<file path="config.mk">
export PLATFORM = sky130hd
export DESIGN_NAME = fwd_hazard_unit
export DESIGN_NICKNAME = d
export VERILOG_FILES = /design/src/rtl/fwd_hazard_unit.sv
export SDC_FILE = /design/constraint.sdc
export NUM_CORES = 1
export LEC_CHECK = 0
export CORE_ASPECT_RATIO = 1.75
export CORE_MARGIN = 4
export CORE_UTILIZATION = 45
export CTS_CLUSTER_SIZE = 16
export DETAILED_ROUTE_END_ITERATION = 10
export PLACE_DENSITY = 0.75
export SKIP_CTS_REPAIR_TIMING = 1
export SYNTH_ARGS = -nofsm -noshare
export SYNTH_HDL_FRONTEND = slang
export SYNTH_SLANG_ARGS = --single-unit
</file>
<file path="constraint.sdc">
create_clock -name clk -period 2.6 [get_ports clk]
set_input_delay 0.39 -clock clk [delete_from_list [all_inputs] [get_ports clk]]
set_output_delay 0.39 -clock clk [all_outputs]
set_load 0.01 [all_outputs]
</file>
<file path="src/rtl/fwd_hazard_unit.sv">
// rtl/fwd_hazard_unit.sv - bypass select and load-use stall controller for the in-order pipe
module fwd_hazard_unit #(
  parameter  int REG_AW     = 5,
  parameter  int NUM_SRC    = 2,
  parameter  int NUM_STAGES = 2,
  parameter  int LOAD_STAGE = 1,
  localparam int SELW       = $clog2(NUM_STAGES + 1)
) (
  input  logic                      clk,
  input  logic                      rst,
  input  logic                      id_valid,
  input  logic                      id_wen,
  input  logic                      id_is_load,
  input  logic [REG_AW-1:0]         id_rd,
  input  logic [NUM_SRC*REG_AW-1:0] id_rs,
  input  logic [NUM_SRC-1:0]        id_rs_used,
  input  logic                      flush,
  input  logic                      hold,
  output logic [NUM_SRC*SELW-1:0]   fwd_sel_id,
  output logic [NUM_SRC*SELW-1:0]   fwd_sel_x,
  output logic                      load_use_stall,
  output logic [31:0]               stall_count
);

  // Shadow of the destinations in flight; index 0 is the X stage (youngest).
  // An entry is only marked valid when it really writes a non-zero register,
  // so x0 never produces a bypass.
  logic [NUM_STAGES-1:0]             ent_v;
  logic [NUM_STAGES-1:0]             ent_ld;
  logic [NUM_STAGES-1:0][REG_AW-1:0] ent_rd;

  // Per-operand source index and "this operand needs a value" qualifier.
  logic [NUM_SRC-1:0][REG_AW-1:0] src;
  logic [NUM_SRC-1:0]             src_live;

  // Per-operand flag: the youngest producer is a load whose data is not
  // available yet at that stage.
  logic [NUM_SRC-1:0] ld_block;

  // ID instruction does not enter X this cycle.
  logic bubble;

  // New X-stage entry formed from the ID instruction.
  logic id_writes;

  genvar gi;
  generate
    for (gi = 0; gi < NUM_SRC; gi++) begin : g_src
      assign src[gi]      = id_rs[gi*REG_AW +: REG_AW];
      assign src_live[gi] = id_valid & id_rs_used[gi] & (|src[gi]);
    end
  endgenerate

  // Youngest-wins match: scan oldest to youngest so the youngest hit lands last.
  always_comb begin
    fwd_sel_id = '0;
    ld_block   = '0;
    for (int i = 0; i < NUM_SRC; i++) begin
      for (int k = NUM_STAGES - 1; k >= 0; k--) begin
        if (src_live[i] && ent_v[k] && (ent_rd[k] == src[i])) begin
          fwd_sel_id[i*SELW +: SELW] = SELW'(k + 1);
          ld_block[i]                = ent_ld[k] && (k < LOAD_STAGE);
        end
      end
    end
  end

  // A flush kills the ID instruction, so it can never be stalled on.
  assign load_use_stall = id_valid & ~flush & (|ld_block);
  assign bubble         = flush | load_use_stall | ~id_valid;
  assign id_writes      = id_wen & (|id_rd);

  // Pipeline shadow, X-stage select copy and stall counter; hold freezes everything.
  always_ff @(posedge clk) begin
    if (rst) begin
      ent_v       <= '0;
      ent_ld      <= '0;
      ent_rd      <= '0;
      fwd_sel_x   <= '0;
      stall_count <= '0;
    end else if (!hold) begin
      for (int k = 1; k < NUM_STAGES; k++) begin
        ent_v[k]  <= ent_v[k-1];
        ent_ld[k] <= ent_ld[k-1];
        ent_rd[k] <= ent_rd[k-1];
      end
      ent_v[0]  <= ~bubble & id_writes;
      ent_ld[0] <= id_is_load;
      ent_rd[0] <= id_rd;
      fwd_sel_x <= bubble ? '0 : fwd_sel_id;
      if (load_use_stall && (stall_count != 32'hFFFF_FFFF)) begin
        stall_count <= stall_count + 32'd1;
      end
    end
  end

endmodule

</file>
==> results of run 1 <==
## flip-flops by register name, indices dropped and copies added, names as in the netlist
| name | flops |
|---|---|
| fwd_sel_x | 4 |
| ent_v | 2 |
| ent_ld | 1 |
| ent_rd | 10 |
| stall_count | 32 |
## routing by layer
metal,GRT usage,vias up,wire length [µm]
met4,0.120,0,338
met1,0.223,1240,2800
met3,0.0324,25,306
met5,0,-,0
li1,-,1271,-
met2,0.385,87,4130
## report_power, final
group,switching (W),internal [W]
Sequential,0.0000137,0.000759
Combinational,0.0000665,0.0000833
Clock,0.000249,0.000314
## worst paths after layout
kind,end,slack [ps],cells after the start
max,stall_count[25],100,10
max reg2reg,stall_count[25],140,9
min reg2reg,fwd_sel_x[3],490,2
min,fwd_sel_x[3],490,2
## area by class of cell
class | count | area [µm²]
multi-input combinational | 224 | 1570
clock inverter | 1 | 30.0
inverter | 4 | 15.0
fill | 433 | 1750
timing repair buffer | 102 | 1010
tap | 76 | 95.1
clock buffer | 7 | 86.3
sequential | 49 | 981
## kinds of logic (layout without fill, tap and decap cells)
logic type / after synthesis / after routing / synth area share
simple gates: 121 / 121 / 0.277
compound gates: 65 / 65 / 0.159
flops: 49 / 49 / 0.386
xor+xnor: 22 / 22 / 0.0758
buf+inv: 18 / 114 / 0.0374
mux: 15 / 15 / 0.0601
fa+ha+maj: 1 / 1 / 0.00492
## per-stage QoR
step | setup TNS [ps] | area (µm²) | worst slack (ps) | power (W) | cells
finish | 0 | 3790 | 96.9 | 0.00148 | 463
global route | 0 | 3790 | 23.6 | 0.00154 | 463
detailed placement | -4510 | 3460 | -250 | 0.000923 | 451
floorplan | 0 | 2540 | 508 | 0.000845 | 291
CTS | -997 | 3580 | -250 | 0.00148 | 459
global placement | -3730 | 3460 | -214 | 0.000920 | 451
## worst min-delay path, delay by kind of cell, from the launching register on
| family | cells | cell delay [ps] |
|---|---|---|
| DFF | 1 | 340 |
| AOI/OAI and AO/OA | 1 | 50 |
| and+or+nand+nor | 1 | 70 |
## placed cells by master (no fill, tap or decap), types with 9 or more instances in the layout
master / n
dfxtp_1: 49
nand4_1: 10
clkdlybuf4s50_1: 56
nor2_1: 24
nand2_1: 11
mux2i_1: 13
or4_1: 11
a21oi_1: 26
o21ai_1: 14
nand3_1: 14
or3_1: 18
xor2_1: 9
o31ai_1: 9
buf_4: 31
==> flow_summary_export.csv, run 1 <==
group,metric,value,unit
detailed_routing,avgViaCountPerCell,5.67,
die,num_rows,36,
layout,layout-drive-gt1-share,0.176,
flow_run,max_cap_violations,0,
worst_hold_path,min-delay-start,"fwd_sel_x[3]",
setup_path,reg2reg_from,"ent_rd[0]",
setup_path,path_class,"in2reg",
sta,fin_crit,2500,ps
sta,tightest_slew,367,ps
sta,fin_skew,9.95,ps
setup_path,worstPathRequired,2830,ps
sta,hold_violations,0,
layout,nNetsFinal,411,
detailed_routing,first_pass_iters,4,
setup_path,cpPeakStageDelay,480,ps
clock_tree,htreeDepth,2,
synthesis,ys_types,39,
clock_tree,insertion_delay,300,ps
sta,finalMaxSlewViolations,0,
grt,grt_overflow_total,0,
power_and_ir_drop,peakVddDrop,401,µV
die,die_h,107,µm
detailed_routing,drc,0,
synthesis,synth.top_cells.by_count,"49 x dfxtp_1, 27 x a21oi_1, 24 x nor2_1",
die,dieArea,6960,µm²
clock_tree,cts_buffers,5,
layout,antenna_cells,0,
synthesis,syn-num-nets,316,
synthesis,ys_async_sr_fraction,0,
setup_path,path_delay_family,"buffers and inverters",
synthesis,syn_inst,291,
setup_path,critPathCaptureType,"flip-flop",
setup_path,cp-start-kind,"primary input",
setup_path,path_cells,"clkdlybuf4s50_1 -> buf_4 -> xnor2_2 -> nand4_1 -> nor3_4 -> buf_6 -> o2111ai_4 -> clkbuf_16 -> or4_1 -> a21oi_1",
setup_path,cp_max_fo,8,
die,pin_count,65,
synthesis,syn_area,2540,µm²
setup_path,startpoint,"id_rs[7]",
clock_tree,clk_path_buf_depth,2,
power_and_ir_drop,power_density,392,nW/µm²
sta,clock.fmax,400,MHz
sta,holdWs,493,ps
synthesis,synth_top_area_share,0.386,
detailed_routing,wirelength,7.58,mm
grt,grt_max_degree,32,
place,io_buffers,64,
status,status,"completed",
synthesis,synth_top_cell_by_area,"dfxtp_1",
power_and_ir_drop,p_leak,1.45,nW
layout,syn_to_final_growth,49.1,%
synthesis,avgSynthCellArea,8.73,µm²
grt,grt_usage,0.211,
grt,grt_pass1_vias,2608,
synthesis,yosys-top-cells-area,"dfxtp_1 39%, a21oi_1 5.3%, mux2i_1 5.1%",
die,coreArea,5540,µm²
place,gp_congestion,0.802,
die,die_w,64.8,µm
die,initial_utilization,0.459,
sta,rsz0062_at_grt,"false",
sta,slew_headroom,0.753,
synthesis,synth_ff_type,"dfxtp_1",
grt,antenna_found_initial,0,
clock_tree,cts_num_sinks,49,
detailed_routing,vias,2623,
synthesis,synth-seq-area-share,0.386,
synthesis,ys_warn_count,0,
clock_tree,cts_root_buf,"clkbuf_8",
detailed_routing,ant_nets,0,
synthesis,yosysMostFrequentCell,"dfxtp_1",
layout,fin_util,0.684,
clock_tree,clk_pin_slew_worst_paths,90,ps
setup_path,cp_num_buf_inv,4,
sta,setup_violations,0,
place,dpl.hpwl,5.45,mm
clock_tree,cts_tree,"built",
setup_path,cpMaxStageDelayCell,"clkdlybuf4s50_1",
worst_hold_path,hold_class,"reg2reg",
synthesis,synth_edf_count,0,
setup_path,arrival,2730,ps
detailed_routing,drt_iter0_drc,105,
sta,min_period_over_period,0.963,
synthesis,ys_seq_elements,49,
grt,grt_pass1_wl,11.6,mm
detailed_routing,wl_per_cell,16.4,µm
No activity file was read; power rests on OpenSTA's default activity.
==> run 2, diff against run 1 <==
- CORE_UTILIZATION: 45 -> 35
- MAX_ROUTING_LAYER: not set -> met4
- PLACE_DENSITY: 0.75 -> 0.61
==> run 2 against run 1 <==
Against the previous run: the run now ends with negative setup slack left; power rose by 17%; critical path depth fell by 3; non-clock buffer count fell by 3; global-route usage fell by 3.1 points; clock skew fell by 3.8 ps; via count fell by 4.3%; worst setup slack got worse by 250 ps; fmax fell by 9.2%; critical path type is now in2out; largest cell class unchanged; highest routed layer unchanged.
==> flow_summary_export.csv, run 2 (synthesis results as in run 1) <==
group,metric,value,unit
sta,fin_skew,6.13,ps
place,place_area,3480,µm²
layout,final_cell_mix,"60 x clkdlybuf4s50_1, 49 x dfxtp_1, 33 x buf_4",
layout,seqCellArea,981,µm²
die,pin_count,65,
detailed_routing,avgViaCountPerCell,5.36,
layout,antenna_cells,0,
detailed_routing,wl_per_cell,15.7,µm
power_and_ir_drop,peakVddDrop,337,µV
grt,grt_usage,0.180,
die,initial_utilization,0.365,
clock_tree,cts_root_buf,"clkbuf_16",
setup_path,critPathCaptureType,"primary output",
layout,final_cell_area,3690,µm²
layout,syn_to_final_growth,45.2,%
layout,max_flop_register,"stall_count",
place,io_buffers,64,
die,dieArea,8740,µm²
sta,hold_violations,0,
die,die_h,121,µm
sta,finalMaxSlewViolations,0,
detailed_routing,first_pass_iters,4,
clock_tree,cts_buffers,5,
setup_path,cpMaxStageDelayCell,"or4_1",
worst_hold_path,hold_class,"reg2reg",
layout,nNetsFinal,408,
setup_path,cp_num_buf_inv,2,
power_and_ir_drop,power_density,472,nW/µm²
sta,fin_ws,-157,ps
setup_path,worstPathRequired,2210,ps
place,dpl.hpwl,5.64,mm
detailed_routing,ant_nets,0,
status,status,"finished with violations",
power_and_ir_drop,p_leak,1.37,nW
clock_tree,insertion_delay,290,ps
sta,slew_headroom,0.578,
sta,fin_crit,2760,ps
sta,setup_violations,1,
clock_tree,htreeDepth,2,
sta,rsz0062_at_grt,"true",
layout,fillers,687,
place,gp_congestion,0.956,
clock_tree,clk_pin_slew_worst_paths,60,ps
flow_run,max_cap_violations,0,
grt,grt_overflow_total,0,
setup_path,cp-start-kind,"primary input",
setup_path,arrival,2370,ps
clock_tree,cts_tree,"built",
layout,largestRegisters,"stall_count (32), ent_rd (10), fwd_sel_x (4)",
layout,largest_reg_flops,32,
layout,multiInputGateArea,1470,µm²
setup_path,path_delay_family,"buffers and inverters",
setup_path,path_class,"in2out",
setup_path,crit_top_cell,"clkdlybuf4s50_1",
layout,layout-drive-gt1-share,0.138,
sta,tightest_slew,631,ps
grt,antenna_found_initial,0,
detailed_routing,vias,2509,
grt,grt_max_degree,22,
clock_tree,cts_num_sinks,49,
detailed_routing,drc,0,
die,die_w,72.4,µm
detailed_routing,drt_iter0_drc,84,
layout,final_common_cell,"clkdlybuf4s50_1",
layout,fin_util,0.531,
sta,min_period_over_period,1.06,
setup_path,cpPeakStageDelay,500,ps
detailed_routing,wirelength,7.37,mm
setup_path,path_cells,"clkdlybuf4s50_1 -> or4_1 -> o21ai_2 -> nor3_4 -> o21ai_1 -> nor2_1 -> clkdlybuf4s50_1",
die,coreArea,6960,µm²
status,violations,"negative setup slack",
grt,grt_pass1_wl,12.0,mm
sta,clock.fmax,363,MHz
setup_path,cp_max_fo,4,
die,num_rows,40,
grt,grt_pass1_vias,2511,
clock_tree,clk_path_buf_depth,2,
-- run 2: changes by cell type in the layout (fill, tap and decap cells not counted), moves of 3 or more --
cell / change
clkbuf_8: -6
xnor2_1: +5
clkdlybuf4s50_1: +4
dlymetal6s2s_1: -4
xnor2_2: -4
buf_6: -3
clkbuf_16: +3
-- run 2: path summary, 6_finish.rpt --
check / startpoint / end / slack (ps) / cells past startpoint
worst max-delay path: id_rs[7] / load_use_stall / -160 / 7
worst min-delay path: fwd_sel_x[3] / fwd_sel_x[3] / 490 / 2
worst max register to register: stall_count[0] / stall_count[22] / 330 / 7
worst min register to register: fwd_sel_x[3] / fwd_sel_x[3] / 490 / 2
-- run 2: cell type report --
class / instances / share of cell area
clock buffers: 5 / 0.0339
repair buffers: 99 / 0.252
inverters: 4 / 0.00407
clock inverters: 3 / 0.0176
multi-input cells: 224 / 0.398
well taps: 84 / 0.0285
flip-flops and latches: 49 / 0.266
-- run 2: per-layer routing --
metal | up-vias | global-route usage | wire [µm]
met5 | - | - | 0
met4 | 0 | 0.0843 | 246
met3 | 18 | 0.0341 | 433
met2 | 79 | 0.312 | 3810
met1 | 1147 | 0.193 | 2880
li1 | 1265 | - | -
-- run 2: worst register-to-register path, delay by kind of cell, from the launching register on --
kind	cells	cell delay (ps)
and+or+nand+nor	3	870
muxes	1	300
adders and majority gates	1	260
buffers and inverters	1	190
AOI/OAI and AO/OA	1	150
DFF	1	410
-- run 2: through the flow --
step           total power (W)  cells  setup slack (ps)  setup TNS, ps  hold WS, ps
6_report               0.00174    468              -157           -157          492
5_1_grt                0.00181    468              -295           -295          533
4_1_cts                0.00176    468              -298           -935          498
3_5_place_dp          0.000925    460              -280          -3150          483
3_3_place_gp          0.000924    460              -225          -2670          470
2_1_floorplan         0.000845    291               508              0          471
-- run 2: report_power, final --
part | internal (W) | switching, W
clock | 0.000549 | 0.000285
sequential | 0.000759 | 0.0000138
combinational | 0.0000771 | 0.0000574
total | 0.00139 | 0.000356
==> run 3, diff against run 2 <==
- CELL_PAD_IN_SITES_DETAIL_PLACEMENT: not set -> 0
- CELL_PAD_IN_SITES_GLOBAL_PLACEMENT: not set -> 1
- PLACE_DENSITY: 0.61 -> 0.79
- RECOVER_POWER: not set -> 100
==> run 3 against run 2 <==
Against the previous run: design area up 1.3%; worst setup slack better by 190 ps; largest cell class unchanged; clock skew up 1.8 ps; clock power down 23%; critical path type is now in2reg; critical path depth up 4; count of clock-buffer cells in the layout up 2; cell count up 0.64%; fmax up 7.4%; via count up 2.1%; first-iteration DRC count down 25%; combinational power about the same; the flow now finishes without violations.
==> flow_summary_export.csv, run 3 (synthesis results as in run 1) <==
group,metric,value,unit
status,status,"completed",
sta,fin_skew,7.94,ps
die,die_h,121,µm
layout,multiInputGateArea,1530,µm²
setup_path,worstPathRequired,2810,ps
layout,final_common_cell,"dfxtp_1",
sta,slew_headroom,0.283,
clock_tree,cts_buffers,5,
clock_tree,htreeDepth,2,
grt,grt_usage,0.179,
place,place_area,3450,µm²
clock_tree,insertion_delay,290,ps
layout,syn_to_final_growth,47.2,%
sta,finalMaxSlewViolations,0,
place,gp_congestion,0.868,
grt,grt_pass1_wl,12.0,mm
setup_path,path_class,"in2reg",
grt,grt_overflow_total,0,
setup_path,arrival,2780,ps
power_and_ir_drop,power_density,414,nW/µm²
clock_tree,cts_tree,"built",
detailed_routing,wl_per_cell,16.2,µm
clock_tree,cts_root_buf,"clkbuf_16",
layout,largest_reg_flops,32,
sta,clock.fmax,389,MHz
sta,tightest_slew,1080,ps
setup_path,reg2reg_from,"ent_rd[2]",
clock_tree,clk_pin_slew_worst_paths,60,ps
setup_path,cp_max_fo,7,
sta,rsz0062_at_grt,"true",
place,io_buffers,64,
power_and_ir_drop,power,0.00155,W
setup_path,startpoint,"id_rs[0]",
layout,final_cell_mix,"49 x dfxtp_1, 37 x dlygate4sd3_1, 32 x buf_4",
worst_hold_path,hold_class,"reg2reg",
detailed_routing,drc,0,
power_and_ir_drop,p_leak,1.55,nW
layout,seqCellArea,981,µm²
detailed_routing,ant_nets,0,
die,initial_utilization,0.365,
detailed_routing,wirelength,7.61,mm
sta,min_period_over_period,0.988,
die,num_rows,40,
setup_path,cp-start-kind,"primary input",
sta,hold_violations,0,
clock_tree,clk_path_buf_depth,2,
sta,fin_crit,2570,ps
worst_hold_path,min-delay-start,"fwd_sel_x[3]",
layout,nNetsFinal,412,
die,coreArea,6960,µm²
grt,antenna_found_initial,0,
place,dpl.hpwl,5.58,mm
layout,fillers,671,
grt,grt_pass1_vias,2510,
detailed_routing,drt_iter0_drc,63,
detailed_routing,vias,2562,
die,dieArea,8740,µm²
layout,max_flop_register,"stall_count",
layout,final_cell_area,3740,µm²
sta,setup_tns,0,ps
layout,layout-drive-gt1-share,0.160,
layout,largestRegisters,"stall_count (32), ent_rd (10), fwd_sel_x (4)",
detailed_routing,first_pass_iters,4,
clock_tree,cts_num_sinks,49,
grt,grt_max_degree,32,
die,pin_count,65,
setup_path,critPathCaptureType,"flip-flop",
die,die_w,72.4,µm
flow_run,max_cap_violations,0,
sta,setup_violations,0,
power_and_ir_drop,peakVddDrop,346,µV
layout,antenna_cells,0,
detailed_routing,avgViaCountPerCell,5.44,
run 3: metal layers:
layer / share of wire / global-route usage
met2: 0.55 / 0.321
met4: 0.029 / 0.0808
met5: 0 / -
met1: 0.38 / 0.185
met3: 0.044 / 0.0349
run 3: final cells by class:
type	instances	area share
timing repair buffer	103	0.260
sequential	49	0.262
tap	84	0.0281
multi-input combinational	224	0.408
clock buffer	7	0.0381
inverter	4	0.00401
run 3: worst paths after layout:
check,endpoint,slack [ps],depth (start not counted)
worst max-delay path,stall_count[10],30,11
worst min-delay path,fwd_sel_x[3],490,2
worst max register to register,stall_count[10],200,10
worst min register to register,fwd_sel_x[3],490,2
run 3: critical path, cell delays in order:
cell and delay (ps):
clkdlybuf4s50_1 420, buf_4 150, xnor2_1 160, nand3_1 150, nor3_4 230, buf_4 180, o2111ai_4 180, clkbuf_16 210
buf_2 160, or4_1 400, a21oi_1 160
run 3: per-stage QoR:
| stage | hold WS (ps) | cells | worst slack (ps) | utilization |
|---|---|---|---|---|
| CTS | 502 | 464 | -330 | 0.517 |
| floorplan | 471 | 291 | 508 | - |
| global route | 527 | 471 | -58.5 | 0.538 |
| detailed placement | 486 | 457 | -359 | 0.497 |
| global placement | 472 | 457 | -263 | 0.497 |
| finish | 486 | 471 | 32.2 | 0.538 |
run 3: where the power goes:
group	total (W)	internal, W	switching (W)	leakage, nW
logic	0.000134	0.0000745	0.0000594	1.09
clock network	0.000642	0.000378	0.000264	0.0700
registers	0.000772	0.000759	0.0000129	0.396
==> variant 1 (config.mk and constraints of run 1) <==
Put one more register stage on the output `stall_count`, with the module's reset. The value now appears one clock later. The other outputs are not delayed to match.
--- a/src/rtl/fwd_hazard_unit.sv
+++ b/src/rtl/fwd_hazard_unit.sv
@@ -23,2 +23,4 @@
 );
+
+  logic [31:0] stall_count_s0;
 
@@ -79,3 +81,3 @@
       fwd_sel_x   <= '0;
-      stall_count <= '0;
+      stall_count_s0 <= '0;
     end else if (!hold) begin
@@ -90,5 +92,13 @@
       fwd_sel_x <= bubble ? '0 : fwd_sel_id;
-      if (load_use_stall && (stall_count != 32'hFFFF_FFFF)) begin
-        stall_count <= stall_count + 32'd1;
+      if (load_use_stall && (stall_count_s0 != 32'hFFFF_FFFF)) begin
+        stall_count_s0 <= stall_count_s0 + 32'd1;
       end
+    end
+  end
+
+  always_ff @(posedge clk) begin
+    if (rst) begin
+      stall_count <= '0;
+    end else begin
+      stall_count <= stall_count_s0;
     end
Behaviour: not the same (Yosys sat finds a counterexample within 4 cycles, from zero or initial values and one cycle with rst high).
==> variant 1 against run 1 <==
Combinational power about the same. Setup slack lost 0.029 ns. Sequential power is 65% higher. Count of clock-buffer cells in the layout grew 4. Synthesized cell count is 24% higher. Sequential cell count rose by 32. Register-to-register slack gained 0.09 ns. Utilization down 3.0 points. Routed wire length up 9.9%. Fmax fell by 1.2%. Clock skew shrank 0.0022 ns. Power rose by 83%. Design area rose by 24%. Area after synthesis up 30%.
==> variant 1: results (changes against run 1) <==
* Status: complete, no violations
* Metal2 WL at 4620 µm (+12%)
* Hold endpoint: stall_count[20]
* Static Leak at 1.85 nW (+28%)
* R2R setup slack at 0.23 ns (+0.09 ns)
* Peak supply drop at 0.000369 V (-7.8%)
* Arr. time, crit path at 2.14 ns (-0.59 ns)
* XOR/XNOR share of the synthesized area at 5.55% (-2.0 points)
* WL met3 at 460 µm (+50%)
* Placed cell count at 534 (+18%)
* Top cells by area, synth: dfxtp_1 (49%), nor2_1 (5.3%), or4_1 (4.5%)
* RR Endpoint: stall_count_s0[27]
* Finished Layout Cells at 551 (+19%)
* Reg-to-Reg Start: stall_count_s0[9]
* First-pass GRT wire length at 13500 µm (+16%)
* Layout Skew at 0.00773 ns (-0.00222 ns)
* GRT Total Usage at 20.0% (-1.1 points)
* Crit-path max FO at 3 (-5)
* Final net count at 485 (+18%)
* Pwr Total at 2.72 mW (+83%)
* Worst skew pair latency at 0.34 ns (+0.04 ns)
* Fillcell total at 599 (+38%)
* Crit-path slowest cell: or4_1
* Hold Path Origin: stall_count_s0[20]
* Drt via density at 5.47 (-3.4%)
* Max_slew headroom at 32.8% (-43 points)
* R2R depth at 6 (-3)
* Metal-1 WL at 2850 µm (+1.9%)
* Crit-path max cell delay at 0.54 ns (+0.06 ns)
==> variant 1: routing by layer <==
metal / vias to the layer above / GRT usage (%)
li1: 1478 / -
met1: 1410 / 18.1
met2: 98 / 37.2
met3: 29 / 5.78
met4: 0 / 12.6
met5: - / 0
==> variant 1: area by class of cell <==
type / count / area, µm² / area share (%)
Clock buffer: 11 / 253 / 5.39
Clock inverter: 5 / 61.3 / 1.31
Inverter: 12 / 45.0 / 0.960
Multi-Input combinational cell: 251 / 1640 / 34.9
Sequential cell: 81 / 1620 / 34.6
Tap cell: 86 / 108 / 2.29
Timing Repair Buffer: 105 / 968 / 20.6
==> variant 1: worst max-delay path by stage <==
stage / endpoint / slack [ns] / depth (start not counted)
after floorplan: stall_count_s0[17] / 0.16 / 6
after global placement: fwd_sel_id[3] / -0.28 / 6
after detailed placement: fwd_sel_id[3] / -0.33 / 6
after CTS: fwd_sel_id[3] / -0.37 / 6
after global routing: load_use_stall / -0.003 / 8
final: load_use_stall / 0.07 / 8
==> variant 2 (flow settings as in run 1) <==
Without the edit above. Set the parameter `REG_AW` to 6 (it was 5).
--- a/src/rtl/fwd_hazard_unit.sv
+++ b/src/rtl/fwd_hazard_unit.sv
@@ -2,3 +2,3 @@
 module fwd_hazard_unit #(
-  parameter  int REG_AW     = 5,
+  parameter  int REG_AW     = 6,
   parameter  int NUM_SRC    = 2,
Interface: changed (resized id_rd and id_rs); port bits go from 65 to 68. No check against the original RTL was run, so the function may have changed too.
==> variant 2 against run 1 <==
Area after synthesis up 7.6%. Routed wire length down 4.2%. Synthesized cell count up 7.9%. Power down 1.7%. Design area up 1.8%. Register-to-register slack better by 0.16 ns. Setup slack worse by 0.075 ns. Sequential cell count up 2. Clock skew down 0.00063 ns. Highest routed layer unchanged.
==> variant 2: results (changes against run 1) <==
* Final net count at 436 (+6.1%)
* Grt met3 use at 4.36% (+1.1 points)
* GRT Total Usage at 20.8% (-0.25 points)
* Largest net degree at the start of global routing at 59 (+84%)
* First-pass GRT wire length at 12100 µm (+3.9%)
* Crit-path max FO at 2 (-6)
* Layout Skew at 0.00932 ns (-0.000630 ns)
* Placed inst area at 0.00364 mm² (+5.1%)
* Place WS at -0.611 ns (-0.361 ns)
* Crit-path max cell delay at 0.44 ns (-0.04 ns)
* Pwr Total at 1.46 mW (-1.7%)
* Static Leak at 1.46 nW (+1.1%)
* Status: complete, no violations
* M1 GR Usage at 21.1% (-1.2 points)
* Routed WL at 7260 µm (-4.2%)
* Seq power at 0.806 mW (+4.4%)
* Placed cell count at 476 (+5.5%)
* Arr. time, crit path at 2.19 ns (-0.54 ns)
* Peak supply drop at 0.000265 V (-34%)
* Post-synth cell types at 42 (+7.7%)
* Vias in the first global route at 2631 (+0.88%)
* Pint at 1.12 mW (-2.7%)
* Top Registers: stall_count x32, ent_rd x12, fwd_sel_x x4
* Gate count of the mapped netlist at 314 (+7.9%)
* Post-DP HPWL at 5540 µm (+1.7%)
* Most instantiated cells after synthesis: dfxtp_1 (51), nor2_1 (31), xnor2_1 (24), a21oi_1 (23), o21ai_0 (21)
==> variant 2: changes by cell type after synthesis, sizes merged, moves of 3 or more <==
cell and delta:
xnor2 +11, nor2 +8, xor2 -8, nand2 +7
nor2b +7, o31ai -6, or4 -6, mux2 +5
a21oi -4, nand4 +4, a32o +3, nor3 +3
o2111ai -3
==> variant 2: cell type report <==
type / count / area [µm²]
clock buffers: 8 / 100
fillers: 516 / 2020
inverters: 3 / 11.3
multi-input cells: 246 / 1660
flip-flops and latches: 51 / 1020
well taps: 78 / 97.6
repair buffers: 101 / 963
==> variant 2: logic make-up (layout without fill, tap and decap cells) <==
| group | after synthesis | after routing | synth area share, % |
|---|---|---|---|
| and+or+nand+nor | 141 | 141 | 28.6 |
| AOI/OAI and AO/OA | 57 | 57 | 13.1 |
| DFF | 51 | 51 | 37.3 |
| adders and majority gates | 1 | 1 | 0.458 |
| xor gates and xnor gates | 25 | 25 | 8.01 |
| buffers and inverters | 17 | 112 | 4.07 |
| muxes | 22 | 22 | 8.38 |
==> variant 2: worst paths after layout <==
| kind | start | end | slack (ns) |
|---|---|---|---|
| worst min register to register | fwd_sel_x[3] | fwd_sel_x[3] | 0.47 |
| worst min-delay path | fwd_sel_x[3] | fwd_sel_x[3] | 0.47 |
| worst max register to register | ent_rd[4] | stall_count[10] | 0.30 |
| worst max-delay path | id_rs[0] | fwd_sel_id[1] | 0.02 |
==> variant 2: worst register-to-register path: stages, from the launching register on <==
cell	delay (ns)
dfxtp_1	0.44
xnor2_1	0.15
nand3_1	0.13
nor3_2	0.26
buf_4	0.19
buf_4	0.13
o211ai_4	0.09
buf_12	0.17
or4_2	0.54
a21oi_1	0.15
